===== src/rtl/hazard_pkg.sv =====
// Shared types and constants for the pipeline hazard sequencer.
// Bit positions refer to the 4-bit M-stage control bundle.
package hazard_pkg;

  typedef enum logic [0:0] {
    RUN   = 1'b0,
    BR_EX = 1'b1
  } state_t;

  localparam int MEM_READ_BIT = 1;
  localparam int BEQ_BIT      = 2;
  localparam int BNE_BIT      = 3;
  localparam int DEF_CNT_W    = 16;

endpackage


===== src/rtl/pipeline_hazard_sequencer_sat_counter.sv =====
// Saturating event counter with synchronous reset and clear.
// A clear takes priority over an increment in the same cycle.
module sat_counter #(
  parameter int W = 16
) (
  input  logic         clk,
  input  logic         rst,
  input  logic         clr,
  input  logic         inc,
  output logic [W-1:0] count
);

  logic [W-1:0] count_r;

  // count register: reset/clear to zero, increment until all-ones
  always_ff @(posedge clk) begin
    if (rst) begin
      count_r <= {W{1'b0}};
    end else if (clr) begin
      count_r <= {W{1'b0}};
    end else if (inc && (count_r != {W{1'b1}})) begin
      count_r <= count_r + {{(W-1){1'b0}}, 1'b1};
    end else begin
      count_r <= count_r;
    end
  end

  assign count = count_r;

endmodule


===== src/rtl/pipeline_hazard_sequencer.sv =====
// Hazard controller for a 5-stage MIPS pipeline: load-use stalls, branch
// hold/redirect FSM and saturating performance counters.
module pipeline_hazard_sequencer
  import hazard_pkg::*;
#(
  parameter int CNT_W = DEF_CNT_W
) (
  input  logic             clk,
  input  logic             rst,
  input  logic [4:0]       Rs_IF_ID,
  input  logic [4:0]       Rt_IF_ID,
  input  logic             uses_rt_IF_ID,
  input  logic [4:0]       Rt_ID_EX,
  input  logic [3:0]       signals_M_Controller,
  input  logic [3:0]       signals_M_ID_EX,
  input  logic             zero_ALU,
  input  logic [31:0]      offset_ID_EX,
  input  logic             cnt_clear,
  output logic             pc_write,
  output logic             IF_ID_write,
  output logic             IF_ID_Flush,
  output logic             ID_EX_bubble,
  output logic             isBranch,
  output logic [31:0]      PC_offset,
  output logic [CNT_W-1:0] load_use_cnt,
  output logic [CNT_W-1:0] branch_cnt,
  output logic [CNT_W-1:0] taken_cnt
);

  state_t state_r;
  state_t next_state_s;
  logic   lu_s;
  logic   br_id_s;
  logic   br_ex_s;
  logic   taken_s;
  logic   lu_inc_s;
  logic   br_inc_s;
  logic   tk_inc_s;

  // hazard and branch-outcome terms
  always_comb begin
    lu_s = signals_M_ID_EX[MEM_READ_BIT] && (Rt_ID_EX != 5'd0) &&
           ((Rt_ID_EX == Rs_IF_ID) || (uses_rt_IF_ID && (Rt_ID_EX == Rt_IF_ID)));
    br_id_s = signals_M_Controller[BEQ_BIT] || signals_M_Controller[BNE_BIT];
    br_ex_s = signals_M_ID_EX[BEQ_BIT] || signals_M_ID_EX[BNE_BIT];
    taken_s = (signals_M_ID_EX[BEQ_BIT] && zero_ALU) ||
              (signals_M_ID_EX[BNE_BIT] && !zero_ALU);
  end

  // state register
  always_ff @(posedge clk) begin
    if (rst) begin
      state_r <= RUN;
    end else begin
      state_r <= next_state_s;
    end
  end

  // next-state and output decode; reset forces a flushed, frozen front end
  always_comb begin
    next_state_s = RUN;
    pc_write     = 1'b1;
    IF_ID_write  = 1'b1;
    IF_ID_Flush  = 1'b0;
    ID_EX_bubble = 1'b0;
    isBranch     = 1'b0;
    PC_offset    = 32'd0;
    lu_inc_s     = 1'b0;
    br_inc_s     = 1'b0;
    tk_inc_s     = 1'b0;
    if (rst) begin
      pc_write     = 1'b0;
      IF_ID_write  = 1'b0;
      IF_ID_Flush  = 1'b1;
      ID_EX_bubble = 1'b1;
    end else begin
      case (state_r)
        RUN: begin
          if (lu_s) begin
            pc_write     = 1'b0;
            IF_ID_write  = 1'b0;
            ID_EX_bubble = 1'b1;
            lu_inc_s     = 1'b1;
          end else if (br_id_s) begin
            // branch moves to EX; fetch holds until it resolves there
            pc_write     = 1'b0;
            IF_ID_Flush  = 1'b1;
            br_inc_s     = 1'b1;
            next_state_s = BR_EX;
          end else begin
            next_state_s = RUN;
          end
        end
        BR_EX: begin
          // a non-branch in EX here is a protocol violation and falls through
          if (br_ex_s && taken_s) begin
            isBranch    = 1'b1;
            PC_offset   = offset_ID_EX;
            IF_ID_Flush = 1'b1;
            tk_inc_s    = 1'b1;
          end else begin
            isBranch = 1'b0;
          end
          next_state_s = RUN;
        end
        default: begin
          next_state_s = RUN;
        end
      endcase
    end
  end

  sat_counter #(.W(CNT_W)) u_load_use_cnt (
    .clk   (clk),
    .rst   (rst),
    .clr   (cnt_clear),
    .inc   (lu_inc_s),
    .count (load_use_cnt)
  );

  sat_counter #(.W(CNT_W)) u_branch_cnt (
    .clk   (clk),
    .rst   (rst),
    .clr   (cnt_clear),
    .inc   (br_inc_s),
    .count (branch_cnt)
  );

  sat_counter #(.W(CNT_W)) u_taken_cnt (
    .clk   (clk),
    .rst   (rst),
    .clr   (cnt_clear),
    .inc   (tk_inc_s),
    .count (taken_cnt)
  );

endmodule


===== config.mk =====
export PLATFORM = sky130hd
export DESIGN_NAME = pipeline_hazard_sequencer
export DESIGN_NICKNAME = d
export VERILOG_FILES = /design/src/rtl/hazard_pkg.sv /design/src/rtl/pipeline_hazard_sequencer_sat_counter.sv /design/src/rtl/pipeline_hazard_sequencer.sv
export SDC_FILE = /design/constraint.sdc
export NUM_CORES = 1
export LEC_CHECK = 0
export BUFFER_PORTS_ARGS = -buffer_cell sky130_fd_sc_hd__clkbuf_2
export CORE_MARGIN = 2
export CORE_UTILIZATION = 52
export DETAILED_ROUTE_END_ITERATION = 10
export PLACE_DENSITY_LB_ADDON = 0.3
export REMOVE_ABC_BUFFERS = 1
export SLEW_MARGIN = 20
export SYNTH_ARGS = -nofsm -noshare
export SYNTH_HDL_FRONTEND = slang
export SYNTH_HIERARCHICAL = 1
export SYNTH_SLANG_ARGS = --single-unit

===== constraint.sdc =====
create_clock -name clk -period 3.65 [get_ports clk]
set_input_delay 0 -clock clk [delete_from_list [all_inputs] [get_ports clk]]
set_output_delay 0 -clock clk [all_outputs]
set_load 0.02 [all_outputs]

# ---- Word level (Yosys, flattened, before mapping)
# Index checks and enable logic that the tools add are counted.
dict set report word_totals {
  regBits 49
  inputBits 60
  elab_cells 53
}
dict set report classes {
  addsub 3
  reduce_logical 16
  mux 24
  bitwise 1
  eq_ne 5
}
# cell count
set op_table {}
lappend op_table {{$mux W32} 3}
lappend op_table {{$add A16 B1 Y16 const B} 3}
lappend op_table {{$ne A16 B16 Y1 const B} 3}
lappend op_table {{$mux W1} 19}
lappend op_table {{$eq A5 B5 Y1} 2}
lappend op_table {{$logic_and A1 B1 Y1} 9}
lappend op_table {{$reduce_bool A5 Y1} 1}
lappend op_table {{$logic_or A1 B1 Y1} 4}
lappend op_table {{$pmux W1 S2} 2}
lappend op_table {{$reduce_or A2 Y1} 1}
lappend op_table {{$logic_not A1 Y1} 1}
lappend op_table {{$not A1 Y1} 1}

# ---- Depth between registers and ports, before layout
# Gate-level depths: netlist (run 1).
dict set report depth {
  depth_word 8
  depth_mapped 9
  depth_no_buf 8
}

# ---- Hierarchy
# The synthesis (run 1) kept the hierarchy.
# mod instances area_per_inst_um2 cells_each
set modules_own_cells {}
lappend modules_own_cells {sat_counter 3 917.1 102}
lappend modules_own_cells {pipeline_hazard_sequencer 1 514.2 71}

# ---- Worst setup path after synthesis (run 1)
# Ideal clock, no wire load.
dict set report synth_path {
  kind {register to register}
  start {register state_r}
  end {register u_taken_cnt.count_r[12], in the netlist u_taken_cnt/count[12]}
  path_stages_with_launch 10
  period_less_slack_ns 2.285
  t_arrival_ns 2.194
  slack_ns 1.365
  setup_time_ns 0.091
  n_path_buf 3
  cell_sequence {dfxtp_1 -> clkbuf_1 -> nand2_1 -> nor2_1 -> clkbuf_1 -> and4_4 -> and3_1 -> buf_4 -> a31oi_1 -> a311oi_1}
}
dict set report synth_between {
  elab_chain_len 3
}
# item line
set synth_rtl {}
lappend synth_rtl {{start, declared} pipeline_hazard_sequencer.sv:30} ;# state_t state_r;
lappend synth_rtl {{start signal, assigned} pipeline_hazard_sequencer.sv:55} ;# state_r <= next_state_s;
lappend synth_rtl {{$mux W1 (2 in a row)} n/a}
lappend synth_rtl {{net isBranch} pipeline_hazard_sequencer.sv:23} ;# output logic isBranch,
lappend synth_rtl {{$logic_and A1 B1 Y1} pipeline_hazard_sequencer_sat_counter.sv:21} ;# end else if (inc && (count_r != {W{1'b1}})) begin
lappend synth_rtl {{end signal, assigned} pipeline_hazard_sequencer_sat_counter.sv:20} ;# count_r <= {W{1'b0}};
lappend synth_rtl {{end signal, assigned} pipeline_hazard_sequencer_sat_counter.sv:22} ;# count_r <= count_r + {{(W-1){1'b0}}, 1'b1};
lappend synth_rtl {{end signal, assigned} pipeline_hazard_sequencer_sat_counter.sv:24} ;# count_r <= count_r;
lappend synth_rtl {{end, declared} pipeline_hazard_sequencer_sat_counter.sv:13} ;# logic [W-1:0] count_r;
# The timed path passes the listed nets, and every way through them passes these cells.
# A chain may end at the register's enable or synchronous reset.

# ---- Final worst setup path (run 1)
dict set report layout_path {
  start {input Rt_ID_EX[0]}
  end {register u_load_use_cnt.count_r[12], in the netlist u_load_use_cnt/count[12]}
}
dict set report layout_between {
  elab_chain_len 8
  word_cells_on_any_way 11
}
# item line
set layout_rtl {}
lappend layout_rtl {{start, declared} pipeline_hazard_sequencer.sv:13} ;# input logic [4:0] Rt_ID_EX,
lappend layout_rtl {{$eq A5 B5 Y1} pipeline_hazard_sequencer.sv:43} ;# ((Rt_ID_EX == Rs_IF_ID) || (uses_rt_IF_ID && (Rt_ID_EX == Rt_IF_ID)));
lappend layout_rtl {{$logic_and A1 B1 Y1} pipeline_hazard_sequencer.sv:43}
lappend layout_rtl {{$logic_or A1 B1 Y1} pipeline_hazard_sequencer.sv:43}
lappend layout_rtl {{$logic_and A1 B1 Y1 *} pipeline_hazard_sequencer.sv:42} ;# lu_s = signals_M_ID_EX[MEM_READ_BIT] && (Rt_ID_EX != 5'd0) &&
lappend layout_rtl {{$mux W1 *} pipeline_hazard_sequencer.sv:79} ;# if (lu_s) begin
lappend layout_rtl {{$mux W1 *} pipeline_hazard_sequencer.sv:77} ;# case (state_r)
lappend layout_rtl {{$mux W1 *} pipeline_hazard_sequencer.sv:71} ;# if (rst) begin
lappend layout_rtl {{net lu_inc_s} pipeline_hazard_sequencer.sv:36} ;# logic lu_inc_s;
lappend layout_rtl {{$logic_and A1 B1 Y1 *} pipeline_hazard_sequencer_sat_counter.sv:21}
lappend layout_rtl {{end signal, assigned} pipeline_hazard_sequencer_sat_counter.sv:20}
lappend layout_rtl {{end signal, assigned} pipeline_hazard_sequencer_sat_counter.sv:22}
lappend layout_rtl {{end signal, assigned} pipeline_hazard_sequencer_sat_counter.sv:24}
lappend layout_rtl {{end, declared} pipeline_hazard_sequencer_sat_counter.sv:13}
# Mark *: on every way through the listed nets, which the timed path passes. The rest lies on a longest branch.

==> flow_summary.ini, run 1 <==
[timing]
fin_crit_sh = 0.629
hold_viol_final = 0
setup_viol = 0
finalSetupTns_ns = 0
skew_ns = 0.00875
fin_crit_ns = 2.30
rsz0062_at_grt = no
slew_headroom = 0.481
worst_hold_slack_ns = 0.0750
setup_slack_ns = 1.35
drv_slew = 0
clock.fmax_mhz = 435
tightestPinTransition_ns = 0.775

[grt]
grt-ovfl-total = 0
grt_max_degree = 39
grt_usage = 0.230
globalRouteMet3Util = 0.0537
grt_pass1_wl_mm = 13.6
busiest_layer = met2
use_met2 = 0.394
antenna_found_initial = 0
first_global_vias = 2994
grt_util_met1 = 0.275

[synthesis]
ys_seq_elements = 49
synth_ff_type = dfxtp_1
ys_types = 47
synthTopCellsByArea = dfxtp_1 30%, and2_1 7.3%, mux2i_1 5.5%, nand2_1 4.8%, a21oi_1 3.1%
postSynthAreaPerCell_um2 = 8.66
synth_edf_count = 0
yosysWarnings = 6
synth-async-reset-ratio = 0
synth_top_cell_by_area = dfxtp_1
syn_area_um2 = 3270
synthCells = 377
synth.top_cell.area_share = 0.300
yosysSeqAreaShare = 0.300

[cells_and_area]
syn2layout_area_growth_pct = 23.8
stdcell_area_um2 = 4040
layout_common_cells = 141 x clkbuf_2, 49 x dfxtp_1, 42 x nand2_1, 38 x and2_1, 20 x a21oi_1
drive_gt1_frac = 0.377
antenna_cells = 0
nets = 569
final_common_cell = clkbuf_2

[hold_path]
hold_path_class = in2reg
hold_depth = 4

[place]
gp_congestion = 0.832
port_buffers = 141
dpl_worst_slack_ns = 1.07
hpwl_mm = 6.32
placed_cell_area_um2 = 3920

[clock_network]
ctsLongestPathBuffers = 2
cts-buffers-inserted = 5
post_cts_resize_count = 0
cts-hold-fix-buffers = 0
post-cts-setup-buffers = 0
clock_sinks = 49
path_clk_slew_ns = 0.09
clk_latency_ns = 0.31
cts_tree = yes
cts_root_buf = clkbuf_8
cts_max_level = 2

[worst_setup_path]
path_cells = clkbuf_2 -> xnor2_1 -> nand3_1 -> o22ai_2 -> nor4b_1 -> and4_4 -> and3_1 -> a31oi_1 -> a311oi_1
crit_slowest_cell = nor4b_1
cp_max_fo = 7
critPathRequiredTime_ns = 3.86
end_kind = flip-flop
slowest_delay_ns = 0.62
rrSetupSlack_ns = 1.42
cp.buffers_inverters = 1
cp.arrival_ns = 2.51
cp-start-kind = input pin
reg2reg_depth = 5
worstSetupPathDepth = 9
crit_family = simple AND/OR/NAND/NOR gates
crit_type = in2reg

[route]
vias = 3359
drtPass1Iterations = 4
dr.first_iter.drc_count = 137
wl_per_cell_um = 14.3
drt-vias-per-instance = 5.77
wl_mm = 8.35
drc = 0
detail-route-antenna-nets = 0

[die]
rows = 28
die_area_um2 = 6930
fp.dieW_um = 83.2
start_util = 0.545
core_region_area_um2 = 5990
die_y_um = 83.2
io_pins = 145

[pwr]
power_leakage_uw = 0.00175
switchingPower_uw = 265
p_comb_frac = 0.122
power.density_nw_per_um2 = 268
pwr-share-seq = 0.499
vdd_drop_max_mv = 0.227
p_int_uw = 817
p_clk_frac = 0.379
p_total_uw = 1080
swShare = 0.245

[job]
drv_cap = 0

[status]
outcome = complete, no violations
cell type report:
| type | instances | area [µm²] |
|---|---|---|
| Fill cell | 509 | 1950 |
| Sequential cell | 49 | 981 |
| Tap cell | 75 | 93.8 |
| Clock inverter | 2 | 37.5 |
| Inverter | 4 | 15.0 |
| Timing Repair Buffer | 142 | 713 |
| Multi-Input combinational cell | 304 | 2120 |
| Clock buffer | 6 | 82.6 |
tightest hold or removal path, cell delays in order:
cell       delay [ns]
clkbuf_2         0.08
o21ai_2          0.07
inv_2            0.10
a2111oi_4        0.07
worst paths after layout:
path,from,endpoint
max reg2reg,state_r,u_load_use_cnt/count[12]
min reg2reg,u_load_use_cnt/count[5],u_load_use_cnt/count[5]
max,Rt_ID_EX[0],u_load_use_cnt/count[12]
min,signals_M_ID_EX[1],state_r
cells by family (layout without fill, tap and decap cells):
logic type	count (synthesis)	in the layout	synth area share
compound gates	91	91	0.209
xor+xnor	10	10	0.0268
fa+ha+maj	3	3	0.0115
buf+inv	24	154	0.0506
flops	49	49	0.300
mux	19	19	0.0586
simple gates	181	181	0.343
routing by layer:
metal	vias up	share of wire
met5	-	0
met3	13	0.044
met1	1588	0.43
met4	0	0.018
li1	1678	-
met2	80	0.51
synthesized netlist by cell type, drive strengths merged, types with 2 or more instances:
master       count
dfxtp           49
and2            44
nand2           42
or3             21
a21oi           20
o21ai           19
and3            18
mux2i           18
nand3           16
a211oi          13
a31oi           13
buf             13
nand4           13
nor2            10
xnor2           10
nor3             9
a2111o           6
clkbuf           4
inv              4
a21boi           3
a311oi           3
a41o             3
and4             3
dlygate4sd1      3
ha               3
o2111a           3
o2111ai          3
or2              3
a2111oi          2
registers in the layout, summed over array words and instances, names as in the netlist:
signal	flops
u_taken_cnt/count	16
state_r	1
u_branch_cnt/count	16
u_load_use_cnt/count	16
through the flow:
step           cells  utilization
3_3_place_gp     574        0.655
5_1_grt          582        0.675
4_1_cts          582        0.675
6_report         582        0.675
3_5_place_dp     574        0.655
2_1_floorplan    357            -
power by group through the flow:
| stage | combinational, µW | clock [µW] | sequential [µW] |
|---|---|---|---|
| floorplan | 69.2 | 0 | 553 |
| global placement | 129 | 0 | 553 |
| detailed placement | 132 | 0 | 553 |
| CTS | 132 | 419 | 540 |
| global route | 144 | 435 | 541 |
| finish | 132 | 410 | 540 |
Power figures use the tool's default switching activity.
==> inputs of run 2 (changes only) <==
--- a/config.mk
+++ b/config.mk
@@ -7,7 +7,7 @@
 export LEC_CHECK = 0
 export BUFFER_PORTS_ARGS = -buffer_cell sky130_fd_sc_hd__clkbuf_2
 export CORE_MARGIN = 2
-export CORE_UTILIZATION = 52
+export CORE_UTILIZATION = 48
 export DETAILED_ROUTE_END_ITERATION = 10
 export PLACE_DENSITY_LB_ADDON = 0.3
 export REMOVE_ABC_BUFFERS = 1
==> constraint.sdc (replaced) <==
create_clock -name clk -period 2.4 [get_ports clk]
set_input_delay 0 -clock clk [delete_from_list [all_inputs] [get_ports clk]]
set_output_delay 0 -clock clk [all_outputs]
set_load 0.02 [all_outputs]
==> run 2 against run 1 <==
Effect of this change:
- routed wire length up 1.3%
- utilization decreased by 6.5 points
- final area grew 0.77%
- global-route usage fell by 1.2 points
- hold slack got worse by 0.0091 ns
- worst setup slack got worse by 1.1 ns
- power increased by 52%
- clock power rose by 50%
- clock skew grew 0.0028 ns
- critical path type unchanged
- critical endpoint is now u_branch_cnt/count[11]
- largest cell class unchanged
- largest power group unchanged
==> flow_summary.ini, run 2 (synthesis results as in run 1) <==
[timing]
worst_hold_slack_ns = 0.0658
skew_ns = 0.0116
setup_viol = 0
slew_headroom = 0.492
rsz0062_at_grt = no
clock.fmax_mhz = 475
drv_slew = 0
hold_viol_final = 0
tightestPinTransition_ns = 0.759
fin_crit_sh = 0.877
finalSetupTns_ns = 0
fin_crit_ns = 2.11

[route]
dr.first_iter.drc_count = 193
drt-vias-per-instance = 5.60
detail-route-antenna-nets = 0
drc = 0
wl_per_cell_um = 14.3
vias = 3312
drtPass1Iterations = 4
wl_mm = 8.46

[clock_network]
cts-buffers-inserted = 5
post_cts_resize_count = 0
cts_tree = yes
cts_root_buf = clkbuf_8
clk_latency_ns = 0.32
path_clk_slew_ns = 0.09
cts_max_level = 2
post-cts-setup-buffers = 0
cts-hold-fix-buffers = 0
ctsLongestPathBuffers = 2
clock_sinks = 49

[worst_setup_path]
cp_max_fo = 6
crit_slowest_cell = or4_1
crit_type = in2reg
crit_family = simple AND/OR/NAND/NOR gates
critPathRequiredTime_ns = 2.64
cp.buffers_inverters = 2
cp-start-kind = input pin
path_cells = clkbuf_2 -> or4_1 -> o21ai_2 -> inv_2 -> a2111oi_4 -> and3_1 -> nand3_1 -> a211oi_1 -> mux2i_1
cp.arrival_ns = 2.35
end_kind = flip-flop
slowest_delay_ns = 0.54

[die]
die_y_um = 86.5
start_util = 0.489
rows = 30
io_pins = 145
fp.dieW_um = 86.5
die_area_um2 = 7480
core_region_area_um2 = 6680

[cells_and_area]
fill_cells = 631
drive_gt1_frac = 0.382
layout_common_cells = 141 x clkbuf_2, 49 x dfxtp_1, 42 x nand2_1, 38 x and2_1, 20 x a21oi_1
nets = 573
antenna_cells = 0
stdcell_area_um2 = 4070
final_common_cell = clkbuf_2
post_layout_nonfiller_instances = 591
syn2layout_area_growth_pct = 24.8
fin_util = 0.610

[pwr]
power.density_nw_per_um2 = 403
power_leakage_uw = 0.00177
vdd_drop_max_mv = 0.242

[place]
port_buffers = 141
hpwl_mm = 6.38
placed_cell_area_um2 = 3960
gp_congestion = 0.834
dpl.cell_count = 583

[status]
outcome = complete, no violations

[hold_path]
hold_path_class = in2reg

[grt]
grt-ovfl-total = 0
grt_usage = 0.218
first_global_vias = 2880
grt_pass1_wl_mm = 13.4
grt_max_degree = 36
antenna_found_initial = 0

[job]
drv_cap = 0
## run 2: cell types whose count changed in the layout (fill, tap and decap cells not counted), sizes merged
cell / change
clkbuf: -1
clkinv: +1
buf: +4
## run 2: through the flow
| step | power, µW | setup slack (ns) |
|---|---|---|
| after global routing | 1700 | 0.124 |
| final | 1640 | 0.294 |
| after CTS | 1660 | 0.296 |
| after detailed placement | 1050 | -0.0265 |
| after global placement | 1040 | 0.0701 |
| after floorplan | 946 | -0.213 |
## run 2: per-layer routing
layer  vias up  GRT usage  part of all wire
met3         9     0.0324             0.033
met2        65      0.349              0.48
met4         0     0.0724             0.012
li1       1668          -                 -
met5         -          0                 0
met1      1570      0.302              0.47
## run 2: path summary, 6_finish.rpt
path | start | endpoint | slack [ns] | cells past startpoint
max | Rt_ID_EX[1] | u_branch_cnt/count[11] | 0.29 | 9
min | signals_M_ID_EX[1] | state_r | 0.07 | 4
min reg2reg | u_load_use_cnt/count[5] | u_load_use_cnt/count[5] | 0.49 | 2
max reg2reg | state_r | u_load_use_cnt/count[15] | 0.42 | 6
## run 2: layout make-up
type / instances / area [µm²] / area share
multi-input cells: 304 / 2120 / 0.520
flip-flops and latches: 49 / 981 / 0.241
repair buffers: 146 / 743 / 0.182
well taps: 80 / 100 / 0.0246
clock buffers: 5 / 68.8 / 0.0169
clock inverters: 3 / 46.3 / 0.0114
inverters: 4 / 15.0 / 0.00369
## run 2: power by group
part	total, µW	leakage, µW	internal (µW)	switching (µW)
combinational	206	0.00132	92.2	114
sequential	822	0.000395	815	6.80
clock	613	0.0000543	312	301
## run 2: worst min-delay path: cells and delay by family
kind / cells / cell delay (ns)
buffers and inverters: 2 / 0.18
AOI/OAI and AO/OA: 2 / 0.13
